### src/rtl/bkram_pkg.sv
// Shared types for the backup-RAM sync controller: FSM states, operation modes
// and the SD sector size.
package bkram_pkg;

    typedef enum logic [1:0] {
        IDLE,
        SCAN,
        REQ,
        XFER
    } state_t;

    typedef enum logic [1:0] {
        LOAD,
        SAVE_ALL,
        SAVE_DIRTY
    } mode_t;

    localparam int SECTOR_BYTES = 512;

endpackage

### src/rtl/bkram_dirty_map.sv
// Per-sector dirty bitmap. Flush has top priority; otherwise a set and a clear
// hitting the same bit in one cycle leave the bit set.
module bkram_dirty_map
    import bkram_pkg::*;
#(
    parameter int SECTORS = 64,
    localparam int SW = $clog2(SECTORS)
) (
    input  logic          clk,
    input  logic          rst_n,
    input  logic          flush,
    input  logic          set_en,
    input  logic [SW-1:0] set_idx,
    input  logic          clr_en,
    input  logic [SW-1:0] clr_idx,
    input  logic [SW-1:0] idx,
    output logic          dirty_at,
    output logic          any
);

    logic [SECTORS-1:0] bits_q;
    logic [SECTORS-1:0] bits_d;

    always_comb begin
        bits_d = bits_q;
        if (flush) begin
            bits_d = '0;
        end else begin
            if (clr_en) bits_d[clr_idx] = 1'b0;
            if (set_en) bits_d[set_idx] = 1'b1;
        end
    end

    always_ff @(posedge clk) begin
        if (!rst_n) bits_q <= '0;
        else        bits_q <= bits_d;
    end

    assign dirty_at = bits_q[idx];
    assign any      = |bits_q;

endmodule

### src/rtl/bkram_sync.sv
// Backup-RAM synchronisation controller: walks the NVRAM sector by sector and
// issues SD block reads (load) or writes (save-all / save-dirty) to the HPS.
module bkram_sync
    import bkram_pkg::*;
#(
    parameter int SECTORS = 64,
    parameter int SW = $clog2(SECTORS)
) (
    input  logic          clk_sys,
    input  logic          RESET_n,
    input  logic          ena,
    input  logic          nv_we,
    input  logic [SW+8:0] nv_a,
    input  logic          mount_load,
    input  logic          img_nonempty,
    input  logic          load_req,
    input  logic          save_req,
    input  logic          save_all,
    input  logic          autosave,
    input  logic          osd_open,
    output logic [31:0]   sd_lba,
    output logic          sd_rd,
    output logic          sd_wr,
    input  logic          sd_ack,
    output logic          busy,
    output logic          loading,
    output logic          pending
);

    localparam int OFS_W = $clog2(SECTOR_BYTES);
    localparam logic [SW-1:0] LAST = SW'(SECTORS - 1);

    state_t        state_q, state_d;
    mode_t         mode_q, mode_d, trig_mode;
    logic [SW-1:0] idx_q, idx_d, lba_q, lba_d;
    logic          rd_q, rd_d, wr_q, wr_d;
    logic          busy_q, busy_d, loading_q, loading_d;
    logic          old_ack_q, old_load_q, old_save_q;
    logic          ack_rise, ack_fall, load_rise, save_rise;
    logic          trig, load_start, clr_en, dirty_at, any_dirty;
    logic          unused_ofs;

    assign ack_rise   = sd_ack & ~old_ack_q;
    assign ack_fall   = ~sd_ack & old_ack_q;
    assign load_rise  = load_req & ~old_load_q;
    assign save_rise  = save_req & ~old_save_q;
    assign unused_ofs = ^nv_a[OFS_W-1:0];

    always_comb begin
        trig      = 1'b1;
        trig_mode = LOAD;
        if (mount_load && img_nonempty) trig_mode = LOAD;
        else if (load_rise)             trig_mode = LOAD;
        else if (save_rise)             trig_mode = save_all ? SAVE_ALL : SAVE_DIRTY;
        else if (autosave && osd_open && any_dirty) trig_mode = SAVE_DIRTY;
        else                            trig = 1'b0;
    end

    assign load_start = (state_q == IDLE) && ena && trig && (trig_mode == LOAD);

    always_comb begin
        state_d = state_q;
        mode_d  = mode_q;
        idx_d   = idx_q;
        lba_d   = lba_q;
        rd_d    = rd_q;
        wr_d    = wr_q;
        clr_en  = 1'b0;
        case (state_q)
            IDLE: begin
                if (ena && trig) begin
                    mode_d  = trig_mode;
                    idx_d   = '0;
                    state_d = SCAN;
                end
            end
            SCAN: begin
                // ena low stops the walk before another request goes out
                if (!ena) begin
                    state_d = IDLE;
                end else if (mode_q != SAVE_DIRTY || dirty_at) begin
                    lba_d   = idx_q;
                    rd_d    = (mode_q == LOAD);
                    wr_d    = (mode_q != LOAD);
                    state_d = REQ;
                end else if (idx_q == LAST) begin
                    state_d = IDLE;
                end else begin
                    idx_d = idx_q + 1'b1;
                end
            end
            REQ: begin
                if (ack_rise) begin
                    rd_d    = 1'b0;
                    wr_d    = 1'b0;
                    state_d = XFER;
                end
            end
            XFER: begin
                if (ack_fall) begin
                    clr_en = (mode_q != LOAD);
                    if (idx_q == LAST || !ena) begin
                        state_d = IDLE;
                    end else begin
                        idx_d   = idx_q + 1'b1;
                        lba_d   = idx_q + 1'b1;
                        state_d = SCAN;
                    end
                end
            end
            default: state_d = IDLE;
        endcase
        busy_d    = (state_d != IDLE);
        loading_d = busy_d && (mode_d == LOAD);
    end

    always_ff @(posedge clk_sys) begin
        old_ack_q  <= sd_ack;
        old_load_q <= load_req;
        old_save_q <= save_req;
        if (!RESET_n) begin
            state_q    <= IDLE;
            mode_q     <= SAVE_DIRTY;
            idx_q      <= '0;
            lba_q      <= '0;
            rd_q       <= 1'b0;
            wr_q       <= 1'b0;
            busy_q     <= 1'b0;
            loading_q  <= 1'b0;
            old_ack_q  <= 1'b0;
            old_load_q <= 1'b0;
            old_save_q <= 1'b0;
        end else begin
            state_q   <= state_d;
            mode_q    <= mode_d;
            idx_q     <= idx_d;
            lba_q     <= lba_d;
            rd_q      <= rd_d;
            wr_q      <= wr_d;
            busy_q    <= busy_d;
            loading_q <= loading_d;
        end
    end

    bkram_dirty_map #(
        .SECTORS (SECTORS)
    ) u_dirty (
        .clk      (clk_sys),
        .rst_n    (RESET_n),
        .flush    (!ena || load_start),
        .set_en   (nv_we),
        .set_idx  (nv_a[SW+OFS_W-1:OFS_W]),
        .clr_en   (clr_en),
        .clr_idx  (idx_q),
        .idx      (idx_q),
        .dirty_at (dirty_at),
        .any      (any_dirty)
    );

    assign sd_lba  = {{(32-SW){1'b0}}, lba_q};
    assign sd_rd   = rd_q;
    assign sd_wr   = wr_q;
    assign busy    = busy_q;
    assign loading = loading_q;
    assign pending = any_dirty;

endmodule

### config.mk
export PLATFORM = sky130hd
export DESIGN_NAME = bkram_sync
export DESIGN_NICKNAME = d
export VERILOG_FILES = /design/src/rtl/bkram_pkg.sv /design/src/rtl/bkram_dirty_map.sv /design/src/rtl/bkram_sync.sv
export SDC_FILE = /design/constraint.sdc
export NUM_CORES = 1
export LEC_CHECK = 0
export CORE_MARGIN = 2
export CORE_UTILIZATION = 55
export DETAILED_ROUTE_END_ITERATION = 8
export GPL_ROUTABILITY_DRIVEN = 0
export PLACE_DENSITY = 0.91
export SLEW_MARGIN = 15
export SYNTH_ARGS = -nofsm -noshare
export SYNTH_HDL_FRONTEND = slang
export SYNTH_SLANG_ARGS = --single-unit
### constraint.sdc
create_clock -name clk_sys -period 3 [get_ports clk_sys]
set_input_delay 0.6 -clock clk_sys [delete_from_list [all_inputs] [get_ports clk_sys]]
set_output_delay 0.6 -clock clk_sys [all_outputs]
set_load 0.01 [all_outputs]
==> results of run 1 <==
-- cell usage in the layout, fill, tap and decap left out, drive strengths merged, types with 3 or more instances in the layout --
cell type / synthesis / routed
inv: 6 / 6
clkbuf: 23 / 11
nand3b: 6 / 6
a21boi: 4 / 4
dfxtp: 87 / 87
nand3: 17 / 17
mux4: 6 / 6
o31ai: 3 / 3
o21ai: 76 / 76
and3: 6 / 6
or3: 5 / 5
mux2i: 26 / 26
nand2b: 8 / 8
nand4: 10 / 10
nor2: 26 / 26
buf: 41 / 29
nor4: 19 / 19
nor3b: 3 / 3
clkdlybuf4s50: 0 / 28
clkinv: 1 / 3
nor2b: 5 / 5
or4: 3 / 3
conb: 1 / 26
nor3: 5 / 5
a21oi: 76 / 76
mux2: 3 / 3
and2: 5 / 5
nand2: 107 / 107
o211ai: 4 / 4
-- metrics by stage --
stage                     area (um^2)  utilization, %  total power [uW]
after floorplan                  4880               -              1350
after global placement           5180            60.3              1400
after detailed placement         5180            60.3              1410
after CTS                        5380            62.6              2200
after global routing             5390            62.7              2280
final                            5390            62.7              2210
-- tightest hold or removal path, stage by stage (launching register included) --
cell and delay [ns]:
dfxtp_1 0.31, nand2_1 0.05, mux2i_1 0.05
-- per-layer routing --
| metal | share of wire [%] | wire (um) | track usage, % |
|---|---|---|---|
| met2 | 47 | 6520 | 48.8 |
| met4 | 4.4 | 620 | 12.4 |
| met1 | 36 | 5100 | 37.1 |
| met3 | 12 | 1740 | 5.90 |
| met5 | 0 | 0 | 0 |
-- what timing repair did --
item                                    in CTS  in global routing
endpoints found under the setup margin       1                 16
gates resized for setup                      1                  2
buffers inserted                             0                  0
-- logic make-up (layout without fill, tap and decap cells) --
group | after synthesis | after routing
compound gates | 181 | 181
xor+xnor | 4 | 4
fa+ha+maj | 1 | 1
buf+inv | 71 | 80
flops | 87 | 87
mux | 35 | 35
other cells | 1 | 26
simple gates | 235 | 235
-- worst max path at each step --
stage | end | cells past startpoint
global placement | idx_q[3] | 9
CTS | pending | 6
detailed placement | idx_q[3] | 9
global route | state_q[0] | 10
finish | pending | 6
floorplan | idx_q[3] | 11
-- sequential cells by signal, indices dropped and copies added (netlist names) --
name	cells
busy	1
idx_q	6
lba_q	6
loading	1
mode_q	2
old_ack_q	1
old_load_q	1
old_save_q	1
sd_rd	1
sd_wr	1
state_q	2
u_dirty.bits_q	64
-- final cells by class --
class | instances | area [um^2]
Fill cell | 715 | 3210
Multi-Input combinational cell | 482 | 2770
Clock buffer | 11 | 131
Timing Repair Buffer | 57 | 523
Sequential cell | 87 | 1740
Inverter | 7 | 27.5
Tap cell | 108 | 135
Clock inverter | 5 | 58.8
-- power groups by stage --
stage,Combinational [uW],Sequential (uW),Clock (uW)
finish,219,1170,814
floorplan,159,1200,0
CTS,213,1170,815
detailed placement,211,1200,0
global route,235,1180,868
global placement,205,1200,0
==> out/metrics.sh, run 1 <==
SYNTH_FLOP_CELL='dfxtp_1'
SYNTH_TOP_FAMILY_BY_AREA='simple AND/OR/NAND/NOR gates'
CRITPATHSLOWESTCELL='clkdlybuf4s50_1'
CLOCKBUFFERDEPTH=2
TNS_NS=0
HOLD-PATH-ENDPOINT='lba_q[4]'
CRIT_PATH_MAX_FANOUT=3
CLKPWRFRAC_PCT=36.9
CRIT_PATH_START='u_dirty.bits_q[15]'
POWER.SHARE.SEQUENTIAL_PCT=53.2
SYNTH.TOP_CELLS.BY_COUNT='nand2_1, dfxtp_1, a21oi_1, o21ai_0, buf_4'
CTS_HOLD_BUFFERS=0
YS.WARNINGS.COUNT=0
CTS_HTREE_LEVELS=3
ROOT_DRIVER='clkbuf_8'
POSTSYNTH.ASYNCRESETSHARE_PCT=0
CLOCK_SLEW_AT_THE_REGISTER_CLOCK_PINS_OF_THE_WORST_SETUP_AND_HOLD_PATHS_NS=0.08
REG2REG_SLACK_NS=0.11
TIMING.CRITICAL_PATH.CELLS='nor4_1 -> nand4_1 -> nor4_2 -> buf_4 -> inv_1 -> clkdlybuf4s50_1'
POST_SYNTH_MAIN_AREA_CONTRIBUTORS='dfxtp_1, nand2_1, a21oi_1'
CORE_AREA_UM2=8590
ANTENNA_CELLS_INSERTED=0
DETAIL_ROUTE.ITER0.VIOLATIONS=728
SYNTH.FF_LATCH_COUNT=87
CRITPATHTOPFAMILY='simple AND/OR/NAND/NOR gates'
PLACE.DETAILED.HPWL_MM=9.45
POWER_PER_CELL_AREA_nW_PER_UM2=410
DETAILROUTE.VIA_COUNT=4939
SLEW_HEADROOM_PCT=41.1
CRITICAL_PATH.REG2REG.ENDPOINT='loading'
DIE_SPAN_Y_UM=97.3
GRT_USE_TOTAL_PCT=29.3
DETAILEDROUTE.FIRSTPASSITERATIONCOUNT=5
SWITCHINGPOWER_uW=576
NUMPORTBUFFERS=28
GRT.OVERFLOW.TOTAL=0
WORST-PATH-BUF-INV=3
MIN_PATH_CELLS=2
DIE_AREA_UM2=9470
CLOCK_INSERTION_DELAY_WORST_SKEW_NS=0.37
TRITONCTS='yes'
CP_REQUIRED_NS=2.40
REPORT.FINAL.HOLD_VIOL_COUNT=0
SYNTH_COMPOUND_AREA_SHARE_PCT=21.1
FINALWIRELENGTH_MM=14.0
STATUS='finished clean'
STARTING_DENSITY_OF_THE_CORE_PCT=55.7
PLACE_WORST_SETUP_SLACK_NS=0.0917
YOSYSSEQAREASHARE_PCT=36.4
CTS_NUM_SINKS=87
POST_PLACEMENT_CELL_COUNT=741
CRITICAL_PATH_ARRIVAL_NS=2.38
SYNTH-EDFF-COUNT=0
FINAL_NETS=672
GRT_SETUP_UNREPAIRED='no'
FINAL_MAX_SLEW_VIOL_COUNT=0
POST_SYNTH_INST_COUNT=615
GRT_PASS1_WL_MM=22.5
GRT_START_MAX_NET_PINS=65
IR_WORST_VDD_mV=0.348
FINALWORSTSETUPSLACK_NS=0.0185
DETAIL_ROUTE.DRC_VIOLATIONS=0
WHS_NS=0.460
TIMING.HOLD.WORST.CLASS='flip-flop to flip-flop'
SYNTHESIZED_AREA_FRACTION_OCCUPIED_BY_AND_OR_NAND_NOR_CELLS_PCT=24.0
SYNTH.TOP_CELL.AREA_SHARE_PCT=36.4
FINALNONFILLERCELLS=757
MOST_NUMEROUS_CELL_IN_THE_YOSYS_NETLIST='nand2_1'
PLACEMENTROWS=34
WORST_R2R_STARTPOINT='idx_q[0]'
FINALSETUPVIOLCOUNT=0
SYNTH_FA_HA_AREA_SHARE_PCT=0.261
WORSTSETUPENDPOINTTYPE='output port'
FINAL_MIN_PERIOD_OVER_CLOCK_PERIOD_PCT=99.4
POST_ROUTE_CELLS_DRIVE_ABOVE_1_SHARE_PCT=9.71
ANTENNA_FOUND_INITIAL=0
COMB_POWER_SHARE_PCT=9.9
CP-START-KIND='flip-flop'
ROUTED_VIA_DENSITY=6.52
COUNT_OF_DIFFERENT_CELL_MASTERS_AFTER_SYNTHESIS=60
LEAKAGE_uW=0.00178
SYNTH_TOP_CELL_BY_AREA='dfxtp_1'
DIE_X_UM=97.3
WORST_HOLD_STARTPOINT='lba_q[4]'
FINAL_CRITICAL_DELAY_INCLUDING_SETUP_AND_EXTERNAL_DELAYS_NS=2.98
CP_SLOWEST_STAGE_DELAY_NS=0.47
TIMING_WORST_SLEW_PIN_VALUE_NS=0.880
FIN_WORST_SKEW_NS=0.0119
CRIT_TYPE='flip-flop to output port'
FMAX_GHz=0.335
SWSHARE_PCT=26.1
ANT_NETS=0
MULTIPLEXER_SHARE_OF_THE_SYNTHESIZED_AREA_PCT=9.12
POSTSYNTHAREAPERCELL_UM2=7.79
NUMBER_OF_I_O_PINS=64
INTERNAL-POWER_uW=1630
POST_SYNTH_INSTANCE_AREA_UM2=4790
AREA_DELTA_SYNTH_FINAL_PCT=12.5
MAX-CAP-VIOLATIONS=0
VIAS_IN_THE_FIRST_GLOBAL_ROUTE=4614
TRITONCTS.NUM_BUFFERS=9
REG2REG_DEPTH=10
POST_SYNTH_XOR_AREA_FRACTION_PCT=0.731
DRT-WIRELENGTH-PER-CELL_UM=18.5
Power figures use the tool's default switching activity.
==> inputs of run 2 (changes only) <==
--- a/config.mk
+++ b/config.mk
@@ -5,11 +5,11 @@
 export SDC_FILE = /design/constraint.sdc
 export NUM_CORES = 1
 export LEC_CHECK = 0
-export CORE_MARGIN = 2
+export CORE_MARGIN = 4
 export CORE_UTILIZATION = 55
 export DETAILED_ROUTE_END_ITERATION = 8
 export GPL_ROUTABILITY_DRIVEN = 0
-export PLACE_DENSITY = 0.91
+export PLACE_DENSITY = 0.88
 export SLEW_MARGIN = 15
 export SYNTH_ARGS = -nofsm -noshare
 export SYNTH_HDL_FRONTEND = slang
==> run 2 against run 1 <==
Worst setup slack gained 0.055 ns. Register-to-register slack lost 0.02 ns. Critical endpoint unchanged. Combinational power is essentially flat. Sequential power is essentially flat. Global-route usage shrank 1.5 points. Critical path depth is the same. Via count shrank 1.1%. Flip-flop and latch count is the same. Final cell count shrank 0.79%.
==> out/metrics.sh, run 2 (synthesis gave the netlist of run 1 again) <==
STATUS='finished clean'  # unchanged
CTS_NUM_SINKS=87  # unchanged
CRIT_PATH_MAX_FANOUT=3  # unchanged
FILLERS=682  # was 715
DETAILROUTE.VIA_COUNT=4885  # was 4,939
ROOT_DRIVER='clkbuf_8'  # unchanged
CP_SLOWEST_STAGE_DELAY_NS=0.48  # was 0.47 ns
GRT_START_MAX_NET_PINS=65  # unchanged
FINAL-SEQ-AREA_UM2=1740  # unchanged
STARTING_DENSITY_OF_THE_CORE_PCT=57.4  # was 55.7%
PLACEMENTROWS=33  # was 34
CP_REQUIRED_NS=2.40  # about the same
REPORT.POWER.TOTAL_uW=2370  # was 2210 uW
CRIT_TYPE='flip-flop to output port'  # unchanged
CP-START-KIND='flip-flop'  # unchanged
WHS_NS=0.463  # was 0.460 ns
POSTCTSSETUPBUFFERS=0  # unchanged
LARGEST_REG_FLOPS=64  # unchanged
DETAIL_ROUTE.ITER0.VIOLATIONS=732  # was 728
WORST-PATH-BUF-INV=3  # unchanged
NUMPORTBUFFERS=28  # unchanged
MULTI_INPUT_COMB_AREA_UM2=2800  # was 2770 um^2
MAX-CAP-VIOLATIONS=0  # unchanged
CRIT_PATH_START='u_dirty.bits_q[15]'  # unchanged
POST_PLACEMENT_CELL_COUNT=735  # was 741
AREA_DELTA_SYNTH_FINAL_PCT=14.3  # was 12.5%
CORE_AREA_UM2=8340  # was 8590 um^2
UTILIZATION_OF_THE_CORE_AFTER_ROUTING_PCT=65.6  # was 62.7%
MOST_FREQUENT_STANDARD_CELL_IN_THE_LAYOUT_EXCLUDING_FILL_AND_TAP_CELLS='nand2_1'  # unchanged
NUMBER_OF_I_O_PINS=64  # unchanged
TNS_NS=0  # unchanged
TOP_LIBRARY_CELLS_BY_USAGE_IN_THE_LAYOUT_FILL_AND_TAPS_ASIDE='nand2_1, dfxtp_1, o21ai_0, a21oi_1, clkdlybuf4s50_1'  # unchanged
DIE_X_UM=101  # was 97.3 um
CRITPATHTOPFAMILY='simple AND/OR/NAND/NOR gates'  # unchanged
FIN_WORST_SKEW_NS=0.0102  # was 0.0119 ns
FINALSETUPVIOLCOUNT=0  # unchanged
DIE_AREA_UM2=10300  # was 9470 um^2
CLOCK_SLEW_AT_THE_REGISTER_CLOCK_PINS_OF_THE_WORST_SETUP_AND_HOLD_PATHS_NS=0.09  # was 0.08 ns
LEAKAGE_uW=0.00181  # was 0.00178 uW
POWER_PER_CELL_AREA_nW_PER_UM2=432  # was 410 nW/um^2
CLOCK_INSERTION_DELAY_WORST_SKEW_NS=0.36  # was 0.37 ns
TRITONCTS.NUM_BUFFERS=9  # unchanged
DETAIL_ROUTE.DRC_VIOLATIONS=0  # unchanged
ROUTED_VIA_DENSITY=6.50  # was 6.52
FINALNONFILLERCELLS=751  # was 757
CRITPATHSLOWESTCELL='clkdlybuf4s50_1'  # unchanged
FINAL_NETS=670  # was 672
FINAL_MIN_PERIOD_OVER_CLOCK_PERIOD_PCT=97.5  # was 99.4%
WORST_HOLD_STARTPOINT='lba_q[3]'  # was lba_q[4]
REGISTERS_WITH_THE_MOST_FLIP_FLOPS='u_dirty.bits_q: 64 flops, idx_q: 6 flops, lba_q: 6 flops'  # unchanged
CTS_HOLD_BUFFERS=0  # unchanged
VIAS_IN_THE_FIRST_GLOBAL_ROUTE=4586  # was 4,614
CTS_HTREE_LEVELS=3  # unchanged
WORSTSETUPENDPOINTTYPE='output port'  # unchanged
GRT_USE_TOTAL_PCT=27.8  # was 29.3%
REGMOSTFLOPS='u_dirty.bits_q'  # unchanged
TIMING.HOLD.WORST.CLASS='flip-flop to flip-flop'  # unchanged
WORST_R2R_STARTPOINT='idx_q[0]'  # unchanged
CRIT_PATH_FREQUENT_CELL='nor4_2'
POST_ROUTE_CELLS_DRIVE_ABOVE_1_SHARE_PCT=10.1  # was 9.71%
ANTENNA_FOUND_INITIAL=0  # unchanged
SLEW_HEADROOM_PCT=39.7  # was 41.1%
DRT-WIRELENGTH-PER-CELL_UM=18.9  # was 18.5 um
TRITONCTS='yes'  # unchanged
FINALWIRELENGTH_MM=14.2  # was 14.0 mm
PLACE.DETAILED.HPWL_MM=9.50  # was 9.45 mm
REPORT.FINAL.HOLD_VIOL_COUNT=0  # unchanged
CRITICAL_PATH_ARRIVAL_NS=2.33  # was 2.38 ns
DETAILEDROUTE.FIRSTPASSITERATIONCOUNT=5  # unchanged
DIE_SPAN_Y_UM=101  # was 97.3 um
TIMING_WORST_SLEW_PIN_VALUE_NS=0.902  # was 0.880 ns
GRT.OVERFLOW.TOTAL=0  # unchanged
FMAX_GHz=0.342  # was 0.335 GHz
ANTENNA_CELLS_INSERTED=0  # unchanged
CLOCKBUFFERDEPTH=2  # unchanged
TIMING.CRITICAL_PATH.CELLS='nor4_2 -> nand4_1 -> nor4_2 -> buf_4 -> inv_1 -> clkdlybuf4s50_1'  # was nor4_1 -> nand4_1 -> nor4_2 -> buf_4 -> inv_1 -> clkdlybuf4s50_1
IR_WORST_VDD_mV=0.285  # was 0.348 mV
FINAL_CRITICAL_DELAY_INCLUDING_SETUP_AND_EXTERNAL_DELAYS_NS=2.93  # was 2.98 ns
FINAL_MAX_SLEW_VIOL_COUNT=0  # unchanged
GRT_PASS1_WL_MM=22.6  # was 22.5 mm
ANT_NETS=0  # unchanged
run 2: power by group:
group / internal (uW) / switching, uW / leakage [uW]
logic: 83.0 / 136 / 0.000997
clock network: 552 / 421 / 0.000113
registers: 1160 / 12.2 / 0.000703
run 2: worst paths after layout:
check | end | slack (ns) | cells past startpoint
worst min register to register | lba_q[3] | 0.46 | 2
worst min-delay path | lba_q[3] | 0.46 | 2
worst max-delay path | pending | 0.07 | 6
worst max register to register | idx_q[3] | 0.09 | 9
run 2: layer usage:
layer	global-route usage, %	part of all wire (%)	vias to the layer above
met5	0	0	-
li1	-	-	2207
met4	14.7	4.4	0
met3	6.96	11	71
met2	44.7	47	358
met1	34.4	37	2249
run 2: worst min-delay path, delay by kind of cell, from the launching register on:
family           cells  cell delay [ns]
DFF                  1             0.32
and+or+nand+nor      1             0.05
muxes                1             0.05
run 2: stage by stage:
stage          cell area (um^2)  worst slack, ns
2_1_floorplan              4880            0.317
3_3_place_gp               5170            0.227
3_5_place_dp               5170            0.132
4_1_cts                    5420           0.0398
5_1_grt                    5480          -0.0135
6_report                   5480           0.0737
run 2: layout make-up:
type                    instances  area share [%]
repair buffers                 55            9.83
flip-flops and latches         87            31.8
inverters                       7           0.503
well taps                     105            2.40
multi-input cells             482            51.2
clock buffers                  10            2.33
clock inverters                 5            1.94
run 2: repair_timing:
action                                  4_1_cts  5_1_grt
pin swaps                                     0        2
endpoints found under the setup margin        1       10
cloned                                        0        1
gates resized for setup                       2        6
==> inputs of run 3 (changes only) <==
--- a/config.mk
+++ b/config.mk
@@ -10,6 +10,7 @@
 export DETAILED_ROUTE_END_ITERATION = 8
 export GPL_ROUTABILITY_DRIVEN = 0
 export PLACE_DENSITY = 0.88
+export SKIP_LAST_GASP = 1
 export SLEW_MARGIN = 15
 export SYNTH_ARGS = -nofsm -noshare
 export SYNTH_HDL_FRONTEND = slang
==> run 3 against run 2 <==
Wire length shrank 0.26%. Register-to-register slack is essentially flat. Utilization shrank 0.23 points. Global-route usage is the same. Largest cell class unchanged. Clock skew shrank 0.00078 ns.
==> out/metrics.sh, run 3 (synthesis gave the netlist of run 1 again) <==
CLOCK_INSERTION_DELAY_WORST_SKEW_NS=0.36  # about the same
FINALSETUPVIOLCOUNT=0  # unchanged
PLACEMENTROWS=33  # unchanged
TRITONCTS='yes'  # unchanged
PLACE.DETAILED.HPWL_MM=9.50  # unchanged
DIE_SPAN_Y_UM=101  # unchanged
WORST_R2R_STARTPOINT='idx_q[0]'  # unchanged
GRT_PASS1_WL_MM=22.6  # unchanged
FINAL_NETS=670  # unchanged
DRT-WIRELENGTH-PER-CELL_UM=18.8  # was 18.9 um
GRT.OVERFLOW.TOTAL=0  # unchanged
DIE_AREA_UM2=10300  # unchanged
DETAIL_ROUTE.ITER0.VIOLATIONS=845  # was 732
DIE_X_UM=101  # unchanged
LARGEST_REG_FLOPS=64  # unchanged
CTS_HTREE_LEVELS=3  # unchanged
POWER_PER_CELL_AREA_nW_PER_UM2=434  # was 432 nW/um^2
DETAILROUTE.VIA_COUNT=4863  # was 4,885
CRITICAL_PATH_ARRIVAL_NS=2.37  # was 2.33 ns
MOST_FREQUENT_STANDARD_CELL_IN_THE_LAYOUT_EXCLUDING_FILL_AND_TAP_CELLS='nand2_1'  # unchanged
NUMPORTBUFFERS=28  # unchanged
POST_ROUTE_CELLS_DRIVE_ABOVE_1_SHARE_PCT=9.60  # was 10.1%
DETAILEDROUTE.FIRSTPASSITERATIONCOUNT=5  # unchanged
SLEW_HEADROOM_PCT=40.2  # was 39.7%
FINAL-SEQ-AREA_UM2=1740  # unchanged
CRIT_PATH_START='u_dirty.bits_q[10]'  # was u_dirty.bits_q[15]
STATUS='finished clean'  # unchanged
UTILIZATION_OF_THE_CORE_AFTER_ROUTING_PCT=65.4  # was 65.6%
IR_WORST_VDD_mV=0.285  # about the same
CRITICAL_PATH.REG2REG.ENDPOINT='idx_q[3]'  # unchanged
FILLERS=683  # was 682
FMAX_GHz=0.337  # was 0.342 GHz
ANT_NETS=0  # unchanged
ANTENNA_FOUND_INITIAL=0  # unchanged
WORSTSETUPENDPOINTTYPE='output port'  # unchanged
TRITONCTS.NUM_BUFFERS=9  # unchanged
HOLD-PATH-ENDPOINT='lba_q[3]'  # unchanged
REGISTERS_WITH_THE_MOST_FLIP_FLOPS='u_dirty.bits_q: 64 flops, idx_q: 6 flops, lba_q: 6 flops'  # unchanged
CORE_AREA_UM2=8340  # unchanged
TIMING.HOLD.WORST.CLASS='flip-flop to flip-flop'  # unchanged
AREA_DELTA_SYNTH_FINAL_PCT=13.9  # was 14.3%
TIMING_WORST_SLEW_PIN_VALUE_NS=0.894  # was 0.902 ns
POSTCTSSETUPBUFFERS=0  # unchanged
FINAL_MAX_SLEW_VIOL_COUNT=0  # unchanged
FINAL_CRITICAL_DELAY_INCLUDING_SETUP_AND_EXTERNAL_DELAYS_NS=2.97  # was 2.93 ns
VIAS_IN_THE_FIRST_GLOBAL_ROUTE=4586  # unchanged
CTS_NUM_SINKS=87  # unchanged
LEAKAGE_uW=0.00181  # about the same
ROUTED_VIA_DENSITY=6.48  # was 6.50
STARTING_DENSITY_OF_THE_CORE_PCT=57.4  # unchanged
ANTENNA_CELLS_INSERTED=0  # unchanged
REPORT.FINAL.HOLD_VIOL_COUNT=0  # unchanged
CRIT_TYPE='flip-flop to output port'  # unchanged
POST_PLACEMENT_CELL_COUNT=735  # unchanged
GRT_SETUP_UNREPAIRED='yes'
CLOCK_SLEW_AT_THE_REGISTER_CLOCK_PINS_OF_THE_WORST_SETUP_AND_HOLD_PATHS_NS=0.08  # was 0.09 ns
FIN_WORST_SKEW_NS=0.00944  # was 0.0102 ns
REG2REG_DEPTH=9  # unchanged
WORST_HOLD_STARTPOINT='lba_q[3]'  # unchanged
ROOT_DRIVER='clkbuf_8'  # unchanged
CP_REQUIRED_NS=2.40  # about the same
FINALNONFILLERCELLS=751  # unchanged
FINALWIRELENGTH_MM=14.1  # was 14.2 mm
MULTI_INPUT_COMB_AREA_UM2=2780  # was 2800 um^2
CRIT_PATH_MAX_FANOUT=3  # unchanged
GRT_START_MAX_NET_PINS=65  # unchanged
MAX-CAP-VIOLATIONS=0  # unchanged
GRT_USE_TOTAL_PCT=27.8  # unchanged
TOP_LIBRARY_CELLS_BY_USAGE_IN_THE_LAYOUT_FILL_AND_TAPS_ASIDE='nand2_1, dfxtp_1, o21ai_0, a21oi_1, clkdlybuf4s50_1'  # unchanged
REG2REG_SLACK_NS=0.10  # was 0.09 ns
FINAL_MIN_PERIOD_OVER_CLOCK_PERIOD_PCT=98.8  # was 97.5%
MIN_PATH_CELLS=2  # unchanged
REGMOSTFLOPS='u_dirty.bits_q'  # unchanged
NUMBER_OF_I_O_PINS=64  # unchanged
CP-START-KIND='flip-flop'  # unchanged
CLOCKBUFFERDEPTH=2  # unchanged
DETAIL_ROUTE.DRC_VIOLATIONS=0  # unchanged
run 3: cell types whose count changed in the layout (fill, tap and decap cells not counted):
| cell | before | now |
|---|---|---|
| nor4_2 | 5 | 2 |
| nor4_1 | 13 | 16 |
run 3: metrics by stage:
step	TNS (ns)	setup WS [ns]	cell area, um^2	total power, uW	hold slack (ns)
floorplan	0	0.317	4880	1350	0.455
global placement	0	0.227	5170	1400	0.441
detailed placement	0	0.132	5170	1410	0.454
CTS	0	0.0398	5420	2360	0.468
global route	-0.0194	-0.0194	5460	2440	0.489
finish	0	0.0346	5460	2370	0.463
run 3: how the worst max path moves through the flow:
stage | endpoint | slack (ns) | cells after the start
finish | pending | 0.03 | 6
detailed placement | idx_q[3] | 0.13 | 9
global route | pending | -0.02 | 6
floorplan | idx_q[3] | 0.32 | 11
global placement | idx_q[3] | 0.23 | 9
CTS | pending | 0.04 | 6
run 3: what timing repair did:
| action | in CTS | in global routing |
|---|---|---|
| setup endpoints to repair | 1 | 10 |
| hold buffers | 0 | 0 |
| gates resized for setup | 2 | 3 |
| pin swaps | 0 | 2 |
| gates cloned | 0 | 1 |
run 3: power by group:
group | switching, uW | leakage (uW) | internal (uW) | total [uW]
Clock | 424 | 0.000113 | 552 | 976
Sequential | 12.1 | 0.000703 | 1160 | 1180
Combinational | 136 | 0.000992 | 82.9 | 219
Total | 572 | 0.00181 | 1800 | 2370
run 3: final cells by class:
| type | count | area share [%] |
|---|---|---|
| Multi-Input combinational cell | 482 | 51.0 |
| Sequential cell | 87 | 31.9 |
| Timing Repair Buffer | 55 | 9.86 |
| Tap cell | 105 | 2.41 |
| Clock buffer | 10 | 2.34 |
| Clock inverter | 5 | 1.95 |
| Inverter | 7 | 0.504 |
run 3: worst max-delay path, stage by stage, from the launching register on:
cell	delay, ns
dfxtp_1	0.33
nor4_1	0.36
nand4_1	0.21
nor4_2	0.40
buf_4	0.18
inv_1	0.05
clkdlybuf4s50_1	0.47
run 3: routing by layer:
| metal | global-route usage (%) | part of all wire (%) |
|---|---|---|
| met1 | 34.4 | 37 |
| met2 | 44.7 | 48 |
| met3 | 6.96 | 11 |
| met4 | 14.7 | 4.5 |
| met5 | 0 | 0 |
